<file path="src/rtl/vga_pkg.sv">
// vga_pkg: shared SVGA 800x600 @ 60 Hz timing constants and counter width
package vga_pkg;
  localparam int VGA_CNT_W        = 11;
  localparam int VGA_H_ACTIVE     = 800;
  localparam int VGA_H_SYNC_START = 840;
  localparam int VGA_H_SYNC_END   = 967;
  localparam int VGA_H_TOTAL      = 1056;
  localparam int VGA_V_ACTIVE     = 600;
  localparam int VGA_V_SYNC_START = 601;
  localparam int VGA_V_SYNC_END   = 604;
  localparam int VGA_V_TOTAL      = 628;
endpackage

</file>
<file path="src/rtl/vga_timing.sv">
// vga_timing: free-running raster timing generator with registered counters, syncs, blanking and frame-start pulse
module vga_timing
  import vga_pkg::*;
#(
  parameter int H_ACTIVE     = VGA_H_ACTIVE,
  parameter int H_SYNC_START = VGA_H_SYNC_START,
  parameter int H_SYNC_END   = VGA_H_SYNC_END,
  parameter int H_TOTAL      = VGA_H_TOTAL,
  parameter int V_ACTIVE     = VGA_V_ACTIVE,
  parameter int V_SYNC_START = VGA_V_SYNC_START,
  parameter int V_SYNC_END   = VGA_V_SYNC_END,
  parameter int V_TOTAL      = VGA_V_TOTAL
)(
  input  logic                 i_clk,
  input  logic                 i_rst,
  output logic [VGA_CNT_W-1:0] o_hcount,
  output logic                 o_hsync,
  output logic                 o_hblnk,
  output logic [VGA_CNT_W-1:0] o_vcount,
  output logic                 o_vsync,
  output logic                 o_vblnk,
  output logic                 o_frame_start
);
  localparam logic [VGA_CNT_W-1:0] HA  = VGA_CNT_W'(H_ACTIVE);
  localparam logic [VGA_CNT_W-1:0] HSS = VGA_CNT_W'(H_SYNC_START);
  localparam logic [VGA_CNT_W-1:0] HSE = VGA_CNT_W'(H_SYNC_END);
  localparam logic [VGA_CNT_W-1:0] HT1 = VGA_CNT_W'(H_TOTAL - 1);
  localparam logic [VGA_CNT_W-1:0] VA  = VGA_CNT_W'(V_ACTIVE);
  localparam logic [VGA_CNT_W-1:0] VSS = VGA_CNT_W'(V_SYNC_START);
  localparam logic [VGA_CNT_W-1:0] VSE = VGA_CNT_W'(V_SYNC_END);
  localparam logic [VGA_CNT_W-1:0] VT1 = VGA_CNT_W'(V_TOTAL - 1);
  localparam logic [VGA_CNT_W-1:0] ONE = VGA_CNT_W'(1);
  logic [VGA_CNT_W-1:0] r_hcount, r_vcount, w_h_next, w_v_next;
  logic                 r_hsync, r_hblnk, r_vsync, r_vblnk, r_frame_start, w_h_wrap;
  always_comb begin
    w_h_wrap = r_hcount == HT1;
    w_h_next = w_h_wrap ? '0 : r_hcount + ONE;
    w_v_next = !w_h_wrap ? r_vcount : (r_vcount == VT1) ? '0 : r_vcount + ONE;
  end
  // flags decode the next position so they land on the same edge as the counters
  always_ff @(posedge i_clk) begin
    if (i_rst) begin
      r_hcount      <= '0;
      r_vcount      <= '0;
      r_hsync       <= 1'b0;
      r_hblnk       <= 1'b0;
      r_vsync       <= 1'b0;
      r_vblnk       <= 1'b0;
      r_frame_start <= 1'b1;
    end else begin
      r_hcount      <= w_h_next;
      r_vcount      <= w_v_next;
      r_hsync       <= (w_h_next >= HSS) && (w_h_next <= HSE);
      r_hblnk       <= w_h_next >= HA;
      r_vsync       <= (w_v_next >= VSS) && (w_v_next <= VSE);
      r_vblnk       <= w_v_next >= VA;
      r_frame_start <= (w_h_next == '0) && (w_v_next == '0);
    end
  end
  assign o_hcount      = r_hcount;
  assign o_vcount      = r_vcount;
  assign o_hsync       = r_hsync;
  assign o_hblnk       = r_hblnk;
  assign o_vsync       = r_vsync;
  assign o_vblnk       = r_vblnk;
  assign o_frame_start = r_frame_start;
endmodule

</file>
<file path="config.mk">
export PLATFORM = sky130hd
export DESIGN_NAME = vga_timing
export DESIGN_NICKNAME = d
export VERILOG_FILES = /design/src/rtl/vga_pkg.sv /design/src/rtl/vga_timing.sv
export SDC_FILE = /design/constraint.sdc
export NUM_CORES = 1
export LEC_CHECK = 0
export ABC_AREA = 0
export BUFFER_PORTS_ARGS = -buffer_cell sky130_fd_sc_hd__buf_2
export CAP_MARGIN = 15
export CORE_AREA = 4 4 60 62
export CTS_CLUSTER_DIAMETER = 150
export CTS_CLUSTER_SIZE = 28
export DETAILED_ROUTE_END_ITERATION = 16
export DIE_AREA = 0 0 64 66
export GPL_TIMING_DRIVEN = 0
export PLACE_DENSITY = 0.85
export SLEW_MARGIN = 20
export SYNTH_ARGS = -nofsm -noshare
export SYNTH_HDL_FRONTEND = slang
export SYNTH_SLANG_ARGS = --single-unit
</file>
<file path="constraint.sdc">
create_clock -name i_clk -period 3.3 [get_ports i_clk]
set_input_delay 0.165 -clock i_clk [delete_from_list [all_inputs] [get_ports i_clk]]
set_output_delay 0.165 -clock i_clk [all_outputs]
set_load 0.01 [all_outputs]
</file>
### Word level (Yosys, flattened, before mapping)

Cells that the tools add are included.

* register bits: 27
* latch bits: 0
* memory bits (writable): 0
* bits in read-only memories: 0
* bits of input ports: 2
* output and inout bits: 27
* word-level logic and storage cells: 25
* memories: 0

* add/subtract/negate cells: 2
* multipliers: 0
* divide/modulo/power cells: 0
* $lt $le $gt $ge: 6
* equality and inequality tests: 2
* shift operators: 0
* muxes and demuxes: 3
* bitwise gates (word level): 0
* reductions and logical operators: 5

Operators by type and width (number)
* >= comparator 11 x 10 -> 1 bit (second input constant): 4
* 2-to-1 mux 11 bit: 3
* adder 11 x 1 -> 11 bit (second input constant): 2
* less-or-equal comparator 11 x 10 -> 1 bit (second input constant): 2
* logical NOT 11 bit: 2
* equality test 11 x 10 -> 1 bit (second input constant): 1
* equality test 11 bit (second input constant): 1
* logical AND 1 bit: 3

### Longest topological paths before layout

* word-level depth: 5
* gate-level depth with buffers: 9
* gate-level depth less buffers: 7

### Worst setup path before layout

Ideal clock, no wire load.

* path type: register to register
* start point: reg r_hcount[6] (netlist: o_hcount[6])
* end point: reg r_vsync (netlist: o_vsync)
* setup time: 118 ps
* arrival: 2453 ps
* data required time: 3182 ps
* setup slack: 729 ps
* cell stages (with the launch flop): 10
* path buffers: 3
* period minus slack after synthesis: 2571 ps
* cell sequence: dfxtp_1 buf_6 or4_1 buf_2 or4_1 buf_2 or3_4 nand4_1 a31oi_1 o2111a_1

* cells in the longest elaborated chain, start to end: 4
* elaborated cells on any way between the ends: 5
* classes of those cells: order compare (2); eq/ne (1); mux (1); reduce/logical (1)

RTL lines
* start, declared: line vga_timing.sv:33 `logic [VGA_CNT_W-1:0] r_hcount, r_vcount, w_h_next, w_v_next;`
* start signal, assigned: line vga_timing.sv:51 `r_hcount <= w_h_next;`
* equality test 11 bit *: line vga_timing.sv:36 `w_h_wrap = r_hcount == HT1;`
* 2-to-1 mux 11 bit *: line vga_timing.sv:38 `w_v_next = !w_h_wrap ? r_vcount : (r_vcount == VT1) ? '0 : r_vcount + ONE;`
* >= comparator 11 x 10 -> 1 bit or less-or-equal comparator 11 x 10 -> 1 bit (tied branches): line vga_timing.sv:55 `r_vsync <= (w_v_next >= VSS) && (w_v_next <= VSE);`
* logical AND 1 bit *: line vga_timing.sv:55
* end signal, assigned: line vga_timing.sv:55
* end, declared: line vga_timing.sv:34 `logic r_hsync, r_hblnk, r_vsync, r_vblnk, r_frame_start, w_h_wrap;`

Mark *: on every way between the ends. The rest lies on a longest branch, timed or not.
A chain may end at the register's enable or synchronous reset.

### Worst setup path after layout

* start point: reg r_hcount[0] (netlist: o_hcount[0])
* end point: reg r_vblnk (netlist: o_vblnk)

* cells in the longest elaborated chain, start to end: 3

RTL lines
* equality test 11 bit: line vga_timing.sv:36
* 2-to-1 mux 11 bit: line vga_timing.sv:38
* >= comparator 11 x 10 -> 1 bit: line vga_timing.sv:56 `r_vblnk <= w_v_next >= VA;`
* end signal, assigned: line vga_timing.sv:48 `r_vblnk <= 1'b0;`
* end signal, assigned: line vga_timing.sv:56
* end, declared: line vga_timing.sv:34

Every way passes these cells.

==> impl_metrics.py <==
metrics = {
    "status": {
        "status": "finished, final reports clean",
    },
    "floorplanning": {
        "die_w_um": 64,
        "rows": 20,
        "start_util_pct": 54.6,
        "core_area_mm2": 0.00303,
        "io_pins": 29,
        "die_h_um": 66,
        "design.die.area_mm2": 0.00422,
    },
    "finish": {
        "multi_input_area_mm2": 0.00100,
        "area_growth_pct": 13.4,
        "final_area_mm2": 0.00188,
        "area.sequential_um2": 541,
        "num_antenna_cells": 0,
        "fillers": 281,
        "drive_above_1_share_pct": 21.5,
        "nets": 243,
    },
    "clocking": {
        "root_buffer": "clkbuf_4",
        "post_cts_resized": 0,
        "h-tree-depth": 1,
        "cts.clk_slew.worst_paths_ps": 140,
        "hold_buffers": 0,
        "clockBufferDepth": 2,
        "cts_made_buffers": 3,
        "clk_latency_ps": 320,
        "post_cts.repair.setup_buffers": 0,
        "cts_sinks": 27,
        "cts_tree": "built",
    },
    "yosys": {
        "syn_inst": 205,
        "synth_compound_area_share_pct": 14.1,
        "synthXorXnorAreaFrac_pct": 10.1,
        "synth_top_area_share_pct": 32.7,
        "synth_top_family_by_area": "simple AND/OR/NAND/NOR gates",
        "synth_ff_type": "dfxtp_1",
        "yosys.area_share.simple_pct": 32.3,
        "postSynthAreaPerCell_um2": 8.07,
        "muxShareOfSynthArea_pct": 1.89,
        "synth_edf_count": 0,
        "synth_commonest_cells": "32 x nor2_1, 27 x dfxtp_1, 14 x xnor2_1, 11 x nand2_1",
        "synth_async_sr_flop_share_pct": 0,
        "ys_types": 52,
        "seq_area_frac_synth_pct": 32.7,
        "yosys_warnings": 0,
        "synthAdderAreaFrac_pct": 2.27,
        "synth.top_cells.by_area": "dfxtp_1 33%, xnor2_1 7.4%, nor2_1 7.3%",
        "yosysTopAreaCell": "dfxtp_1",
        "ys_seq_elements": 27,
        "synth_most_common_cell": "nor2_1",
        "synth_area_mm2": 0.00165,
        "synth.net_count": 210,
    },
    "power_and_ir_drop": {
        "power_mw": 0.502,
        "leakagePower_nw": 0.761,
        "p_per_area_mw_per_mm2": 268,
        "ir_worst_vdd_mv": 0.155,
    },
    "global_routing": {
        "track_usage_pct": 19.7,
        "grt_pass1_vias": 1560,
        "antenna_found_initial": 0,
        "grt_overflow": 0,
        "grt_pass1_wl_um": 6740,
        "grt_max_degree": 15,
    },
    "timing": {
        "period_minus_slack_ps": 2950,
        "fin_setup_tns_ps": 0,
        "setup_slack_ps": 354,
        "tightest_slew_ps": 960,
        "finalCritPeriodShare_pct": 89.3,
        "hold_viol": 0,
        "final-max-slew-violation-count": 0,
        "achievable-frequency_mhz": 339,
        "holdWs_ps": 94.2,
        "slew-limit-headroom_pct": 35.5,
        "finalClockSkew_ps": 2.99,
        "setup_viol": 0,
        "rsz0062_at_grt": "false",
    },
    "setup_path": {
        "path_max_fanout": 8,
        "cp.arrival_ps": 3170,
        "startpoint_type": "flip-flop",
        "cp.required_ps": 3520,
        "worstSetupEndpointType": "flip-flop",
        "path_class": "flip-flop to flip-flop",
    },
    "drt": {
        "drt_first_iter_violations": 89,
        "drc_errors": 0,
        "num_vias": 1613,
        "wl_per_cell_um": 13.8,
        "ant_nets": 0,
        "vias_per_cell": 5.74,
        "first_pass_iters": 4,
        "finalWirelength_um": 3880,
    },
    "placement": {
        "pre_cts_ws_ps": 469,
        "hpwl_um": 2870,
        "placed_area_mm2": 0.00185,
        "portBuffers": 28,
        "place.gp.congestion": 0.962,
    },
    "run": {
        "cap_violations": 0,
    },
    "worst_hold_path": {
        "hold_path.class": "input port to flip-flop",
    },
}
==> worst max-delay path, stage by stage (launching register included) <==
cell,delay [ps]
dfxtp_1,480
ha_1,210
buf_6,130
nand4_1,270
nor3_1,870
nand3b_1,170
and2_2,270
o21a_1,140
a221oi_1,300
==> sequential cells by signal, indices dropped and copies added (netlist names) <==
register	flops
o_vsync	1
o_hsync	1
o_hcount	11
o_frame_start	1
o_vcount	11
o_vblnk	1
o_hblnk	1
==> layout by cell type, fill, tap and decap left out, types with 3 or more instances in the layout <==
master,count
nand2_1,11
xnor2_1,14
nor3_1,9
a21oi_1,4
nand3_1,9
nand2b_1,4
clkbuf_4,3
dfxtp_1,27
o21ai_0,5
xor2_1,5
nor2_1,32
nor2b_1,3
nand3b_1,3
a31oi_1,3
clkbuf_1,6
nor4_1,6
clkbuf_2,3
inv_1,4
nand4_1,7
ha_1,3
buf_2,32
==> path summary, 6_finish.rpt <==
kind               startpoint           to  slack [ps]  cells past startpoint
setup / recovery  o_hcount[0]      o_vblnk         350                      8
hold / removal          i_rst      o_vblnk          90                      2
setup reg to reg  o_hcount[0]      o_vblnk         350                      8
hold reg to reg   o_hcount[0]  o_hcount[0]         540                      1
==> metal layers <==
layer	global-route usage [%]	vias to the layer above	share of wire (%)
met5	0	-	0
met4	7.55	0	2.1
met3	3.57	15	6.0
met2	33.4	56	48
met1	24.7	737	44
li1	-	805	-
==> report_power, final <==
part / switching, mW / internal, mW / leakage (nW)
clock: 0.0939 / 0.0474 / 0.0150
sequential: 0.00445 / 0.330 / 0.218
combinational: 0.0167 / 0.00991 / 0.527
total: 0.115 / 0.387 / 0.761
==> kinds of logic (layout without fill, tap and decap cells) <==
family                     after synthesis  after routing
DFF                                     27             27
buffers and inverters                   21             53
AOI/OAI and AO/OA                       32             32
xor gates and xnor gates                19             19
adders and majority gates                3              3
muxes                                    3              3
and+or+nand+nor                        100            100
==> layout make-up <==
cell class / instances / area share, %
tap: 44 / 2.94
buffer: 17 / 5.07
inverter: 4 / 0.801
multi-input combinational: 157 / 53.5
sequential: 27 / 28.8
clock buffer: 4 / 1.40
timing repair buffer: 28 / 7.47
==> metrics by stage <==
stage / std cells / utilization [%]
2_1_floorplan: 205 / -
3_3_place_gp: 277 / 61.1
3_5_place_dp: 277 / 61.1
4_1_cts: 281 / 61.9
5_1_grt: 281 / 61.9
6_report: 281 / 61.9
(Power assumes the default switching activity.)
